<file path="config.mk">
export PLATFORM = sky130hd
export DESIGN_NAME = gray_box_pool
export DESIGN_NICKNAME = d
export VERILOG_FILES = /design/src/rtl/gray_box_pool.sv
export SDC_FILE = /design/constraint.sdc
export NUM_CORES = 2
export LEC_CHECK = 0
export ABC_AREA = 1
export CELL_PAD_IN_SITES_DETAIL_PLACEMENT = 0
export CELL_PAD_IN_SITES_GLOBAL_PLACEMENT = 2
export CORE_UTILIZATION = 41
export DETAILED_ROUTE_END_ITERATION = 7
export PLACE_DENSITY_LB_ADDON = 0.1
export SYNTH_ARGS = -nofsm -noshare
export SYNTH_HDL_FRONTEND = slang
export SYNTH_SLANG_ARGS = --single-unit
</file>
<file path="constraint.sdc">
create_clock -name iCLK -period 41.8 [get_ports iCLK]
set_input_delay 8.36 -clock iCLK [delete_from_list [all_inputs] [get_ports iCLK]]
set_output_delay 8.36 -clock iCLK [all_outputs]
set_load 0.01 [all_outputs]
</file>
<file path="src/rtl/gray_box_pool.sv">
// Block-average downsampler: crops a centred 28*WIN square window from the raster
// and emits one 8-bit mean per WIN x WIN tile, 784 per frame, with an end pulse.
module gray_box_pool #(
    parameter int CROP_X0  = 96,
    parameter int CROP_Y0  = 16,
    parameter int LOG2_WIN = 4
) (
    input  logic        iCLK,
    input  logic        iRST,
    input  logic        iFVAL,
    input  logic        iDVAL,
    input  logic [11:0] iDATA,
    input  logic [9:0]  iX,
    input  logic [9:0]  iY,
    output logic [7:0]  oDATA,
    output logic        oDVAL,
    output logic [4:0]  oX,
    output logic [4:0]  oY,
    output logic        oDONE
);
    localparam int          WIN      = 1 << LOG2_WIN;
    localparam int          AW       = 12 + 2 * LOG2_WIN;
    localparam logic [9:0]  X0       = 10'(CROP_X0);
    localparam logic [9:0]  Y0       = 10'(CROP_Y0);
    localparam logic [9:0]  SPAN     = 10'(28 * WIN);
    localparam logic [9:0]  N_OUT    = 10'd784;
    localparam logic [9:0]  LAST_OUT = 10'd783;

    // Negative offsets wrap to large unsigned values and fail the span test.
    logic [9:0]          dx, dy;
    logic                in_win;
    logic [LOG2_WIN-1:0] xo, yo;

    assign dx     = iX - X0;
    assign dy     = iY - Y0;
    assign in_win = (dx < SPAN) && (dy < SPAN);
    assign xo     = dx[LOG2_WIN-1:0];
    assign yo     = dy[LOG2_WIN-1:0];

    logic        s1_val, s1_first, s1_last, fval_q;
    logic [4:0]  s1_col, s1_row;
    logic [11:0] s1_data;

    always_ff @(posedge iCLK or posedge iRST) begin
        if (iRST) begin
            s1_val   <= 1'b0;
            s1_first <= 1'b0;
            s1_last  <= 1'b0;
            s1_col   <= '0;
            s1_row   <= '0;
            s1_data  <= '0;
            fval_q   <= 1'b0;
        end else begin
            fval_q   <= iFVAL;
            s1_val   <= iDVAL && in_win;
            s1_first <= (xo == '0) && (yo == '0);
            s1_last  <= (xo == '1) && (yo == '1);
            s1_col   <= 5'(dx >> LOG2_WIN);
            s1_row   <= 5'(dy >> LOG2_WIN);
            s1_data  <= iDATA;
        end
    end

    logic [AW-1:0] acc [28];
    logic [AW-1:0] sum;
    logic [11:0]   mean;
    logic [9:0]    cnt, cnt_base;
    logic          frame_start, emit;

    assign sum         = acc[s1_col] + AW'(s1_data);
    assign mean        = 12'(sum >> (2 * LOG2_WIN));
    assign frame_start = iFVAL && !fval_q;
    // A frame start clears the count before any tile completing in the same cycle.
    assign cnt_base    = frame_start ? '0 : cnt;
    assign emit        = s1_val && s1_last && (cnt_base != N_OUT);

    always_ff @(posedge iCLK or posedge iRST) begin
        if (iRST) begin
            for (int i = 0; i < 28; i++) acc[i] <= '0;
            cnt   <= '0;
            oDATA <= '0;
            oDVAL <= 1'b0;
            oX    <= '0;
            oY    <= '0;
            oDONE <= 1'b0;
        end else begin
            oDVAL <= emit;
            oDONE <= emit && (cnt_base == LAST_OUT);
            cnt   <= emit ? cnt_base + 10'd1 : cnt_base;
            if (s1_val) acc[s1_col] <= s1_first ? AW'(s1_data) : sum;
            if (emit) begin
                oDATA <= mean[11:4];
                oX    <= s1_col;
                oY    <= s1_row;
            end
        end
    end
endmodule

</file>
== Yosys cells after proc, flatten, opt, wreduce, memory -nomap -nowiden ==
Cells that the tools add are included.
Storage, ports and cells
  register bits after elaboration: 616
  bits in latches: 0
  bits in writable memories: 0
  memory bits (read-only): 0
  logic and storage cells: 75
  output and inout port bits: 20
  memories kept: 0
  input bits: 36
Cells by class
  shift-type cells: 0
  equal/unequal tests: 4
  bitwise logic cells: 1
  $lt $le $gt $ge: 4
  multipliers: 0
  mux-type cells: 9
  add/subtract/negate cells: 4
  divide/modulo/power cells: 0
  reduce and logical (&&, ||, !) cells: 12
Operator list (count)
  560-bit bitwise mux: 1
  20-bit binary-select mux with 5-bit select: 1
  20-bit demux with 5-bit select: 1
  20-bit 2-to-1 mux: 4
  20-bit by 12-bit adder with 20-bit output: 1
  10-bit by 9-bit less-than comparator with 1-bit output, second input constant: 2
  10-bit 2-to-1 mux: 2
  10-bit by 1-bit adder with 10-bit output, second input constant: 1
  10-bit == test, second input constant: 1
  10-bit inequality test, second input constant: 1
  10-bit by 5-bit subtractor with 10-bit output, second input constant: 1
  10-bit by 7-bit subtractor with 10-bit output, second input constant: 1
  1-bit logical AND: 9
  4-bit == test, second input constant: 2
  4-bit logical NOT: 2
  6-bit greater-or-equal comparator, second input constant: 1
  6-bit by 1-bit less-than comparator with 1-bit output, second input constant: 1
  5-bit inverter with 6-bit output: 1
  1-bit logical NOT: 1

== Depth between registers and ports, before layout ==
  word-level depth: 7
  depth in mapped cells: 30
  gate-level depth less buffers: 24

== Worst setup path after synthesis ==
No wires, ideal clock.
  path kind: in2reg
  start: in iFVAL
  end: reg oX[0]
  cell stages on the path: 12
  arrival: 10067 ps
  setup time: 132 ps
  buffers on the path: 2
  setup slack: 31601 ps
  required time: 41668 ps
  cell sequence: inv_1 -> nor2_1 -> inv_1 -> nand2_1 -> ha_1 -> nand2_1 -> nor3_1 -> nand4_1 -> nand3_1 -> clkbuf_1 -> clkbuf_1 -> o21ai_0
On the way
  longest elaborated chain between the ends: 4
RTL lines
  start: declaration: RTL line 10  | input logic iFVAL,
  1-bit logical AND: RTL line 72  | assign frame_start = iFVAL && !fval_q;
  10-bit 2-to-1 mux: RTL line 74  | assign cnt_base = frame_start ? '0 : cnt;
  10-bit inequality test: RTL line 75  | assign emit = s1_val && s1_last && (cnt_base != N_OUT);
  1-bit logical AND: RTL line 75
  end signal: assignment: RTL line 93  | oX <= s1_col;
  end: declaration: RTL line 17  | output logic [4:0] oX,
No other way between the ends.
A chain may end at the register's enable or synchronous reset.

==> summary.txt <==
Crit path DAT: 12.05 ns
Period utilisation layout: 27.4%
Initial antenna violation count: 1
Reg clk slew, reported paths: 0.05 ns
Residual DRC: 0
DP HPWL: 63.2 mm
Area share of the largest cell type after synthesis: 53.5%
Clk root buf: clkbuf_16
Starting Density: 41.7%
Synth top area cells: dfrtp_1 54%, nand2_1 18%, o21ai_0 4.6%
H-tree levels: 3
WP data required: 42.38 ns
Critical path, cell by cell: clkdlybuf4s50_1, inv_8, buf_12, buf_4, buf_4
Vias per cell: 5.65
Syn_nets: 3574
Crit path largest cell delay: 0.89 ns
Final slew viol count: 0
Clock period minus worst slack: 11.47 ns
Final nets: 3524
Net switching power: 0.000405 W
Critical path class: input port to async pin
DRT Pass-1 Iters: 6
Normalized max-slew margin: 13.0%
CTS max path bufs: 3
F_max: 0.0872 GHz
Vias in the first global route: 24300
Largest net degree at the start of global routing: 160
Combinational power share: 11.9%
Internal: 0.00106 W
Slowest CP cell: buf_4
Clock Power Share: 42.8%
Setup TNS: 0 ns
Post-Route WL: 105 mm
Cell taking the most area after synthesis: dfrtp_1
Worst slew pin tran: 1.30 ns
Antenna fix cells: 0
Synth-to-Final Area Change: 12.3%
Seq/Total Area, Yosys: 53.5%
Num rows: 96
Die width: 267 µm
Count of final hold-check violations: 0
Status: finished, final reports clean
Cell Area, Synth: 0.0288 mm²
Resized Gates After CTS: 0
Buffers & Inverters on Critical Path: 5
Pwr per Cell Area: 45.4 mW/mm²
IO buf count: 55
Top fanout value on the critical path: 159
CP Capture Type: async pin
Core Region: 0.0691 mm²
Clock latency on the worst-skew pair: 0.62 ns
Flop pwr share: 45.2%
Worst setup startpoint: iRST
Post-CTS Setup Bufs: 0
GP Congestion: 0.855
Worst min-delay path class: flip-flop to flip-flop
Reg-to-Reg Start: s1_col[0]
Ys async rst share: 100%
I/O pin cnt: 56
Startpoint Class: input port
Prevailing post-synth register cell: dfrtp_1
CTS Buf Count: 72
Post-Layout Inst Area: 0.0323 mm²
Share of cells above drive strength 1: 7.61%
Yosys cell types: 50
Placed cell area: 0.0300 mm²
Via count: 25200
Ys Warns: 0
Final setup violating endpoints: 0
Min-delay src: s1_row[1]
GRT Util Overall: 30.0%
CP delay by family, top: buffers and inverters
Switching share of power: 27.6%
Max-cap viol count: 0
Die Area: 0.0713 mm²
Worst VDD drop: 0.0301 mV
Routed WL per cell: 23.6 µm
Leak: 15.7 nW
Unrepaired setup endpoints after global routing: false
Post-synth EDFFs: 0
Cell count after synthesis: 3521
#FFs+latches synth: 616
Sink Count: 616
Initial DRC Count: 2500
Die H: 267 µm
Most common cell on crit path: buf_4
Syn Area/Cell: 8.18 µm²
Grt ovf: 0
Antenna-violating nets left: 0
Hold_buf cts: 0
CTS tree: yes
Clock skew: 0.0236 ns
First-pass GRT wire length: 158 mm
synthesized netlist by cell type (9+ instances only):
library cell and instances:
o21ai_2 10, nor3_1 9, inv_2 17, nand4_1 96, a21oi_1 40, a31oi_1 63, o21ai_0 262, o22ai_1 20
buf_1 20, buf_2 53, a221oi_1 14, nor2_4 11, nor2_2 14, buf_4 21, nand2_1 1404, xor2_1 14
nand3_1 100, nor2_1 135, ha_1 16, o221ai_1 30, o21ai_1 44, clkbuf_1 149, inv_1 192, dfrtp_1 616
a22oi_1 98, o2111ai_1 9
cell type report:
class	instances	area [µm²]
well taps	931	1160
inverters	213	815
clock buffers	111	2190
flip-flops and latches	616	15400
fillers	6774	36700
clock inverters	15	139
multi-input cells	2444	11500
repair buffers	124	1080
state kept, by name, summed over array words and instances, names as in the netlist:
| name | cells |
|---|---|
| s1_row | 5 |
| s1_col | 5 |
| oDATA | 8 |
| oX | 5 |
| oDVAL | 1 |
| s1_first | 1 |
| cnt | 10 |
| s1_last | 1 |
| s1_data | 12 |
| oY | 5 |
| fval_q | 1 |
| oDONE | 1 |
| acc | 560 |
| s1_val | 1 |
power groups by stage:
| stage | sequential, W | combinational (W) | clock [W] |
|---|---|---|---|
| after floorplan | 0.000669 | 0.000113 | 0 |
| after global placement | 0.000672 | 0.000170 | 0 |
| after detailed placement | 0.000674 | 0.000174 | 0 |
| after CTS | 0.000663 | 0.000175 | 0.000638 |
| after global routing | 0.000669 | 0.000193 | 0.000663 |
| final | 0.000664 | 0.000175 | 0.000628 |
path summary, 6_finish.rpt:
| check | to | slack (ns) | cells past startpoint |
|---|---|---|---|
| min in group asynchronous | acc[33] | 8.24 | 2 |
| min reg2reg | oY[1] | 0.45 | 2 |
| max | s1_data[10] | 30.33 | 5 |
| max in group iCLK | cnt[7] | 30.71 | 15 |
| min | oY[1] | 0.45 | 2 |
| max reg2reg | acc[158] | 34.61 | 24 |
worst register-to-register path: stages, from the launching register on:
cell	delay (ns)
dfrtp_2	0.35
buf_4	0.45
buf_4	0.53
inv_4	0.18
nor2_4	0.52
buf_4	0.68
buf_4	0.56
inv_2	0.27
o22ai_1	0.18
o21ai_0	0.17
nand4_1	0.15
ha_1	0.35
fa_1	0.30
nand2_1	0.09
nand2_1	0.07
o21ai_0	0.11
inv_1	0.15
nand3_1	0.09
nand3_1	0.37
nand3_1	0.20
nor2_1	0.23
nand2_1	0.47
buf_4	0.41
nand4_1	0.13
nand2_1	0.08
metal layers:
layer	vias up	share of wire, %	track usage, %
met5	-	0.012	0
met4	2	3.0	9.85
met3	183	7.0	5.13
met2	1014	47	48.7
met1	12600	43	40.6
li1	11400	-	-
through the flow:
stage	utilization (%)	hold slack, ns	setup slack [ns]	cells	total power [W]
final	46.8	0.449	30.33	4454	0.00147
after global routing	46.8	0.460	29.75	4454	0.00153
after CTS	46.8	0.456	30.15	4454	0.00148
after detailed placement	43.4	0.440	29.49	4328	0.000848
after global placement	43.4	0.440	29.59	4328	0.000842
after floorplan	-	0.418	16.19	3521	0.000783
cells in the final DEF (no fill, tap or decap), types with 13 or more instances in the layout:
cell type	instances
a21oi_1	40
a221oi_1	14
a22oi_1	98
a31oi_1	63
buf_4	68
clkbuf_1	18
clkbuf_16	75
clkbuf_8	18
clkdlybuf4s50_1	55
dfrtp_1	615
ha_1	16
inv_1	190
inv_2	17
nand2_1	1404
nand3_1	99
nand4_1	96
nor2_1	127
nor2_2	19
nor2_4	14
o21ai_0	262
o21ai_1	41
o21ai_2	13
o221ai_1	30
o22ai_1	20
xor2_1	14
cells by family (layout without fill, tap and decap cells):
family	after synthesis	count (layout)	synth area share, %
flops	616	616	53.5
simple gates	1796	1796	25.6
compound gates	612	612	12.9
buf+inv	461	463	6.66
fa+ha+maj	17	17	0.765
xor+xnor	19	19	0.604
(Power assumes the default switching activity.)
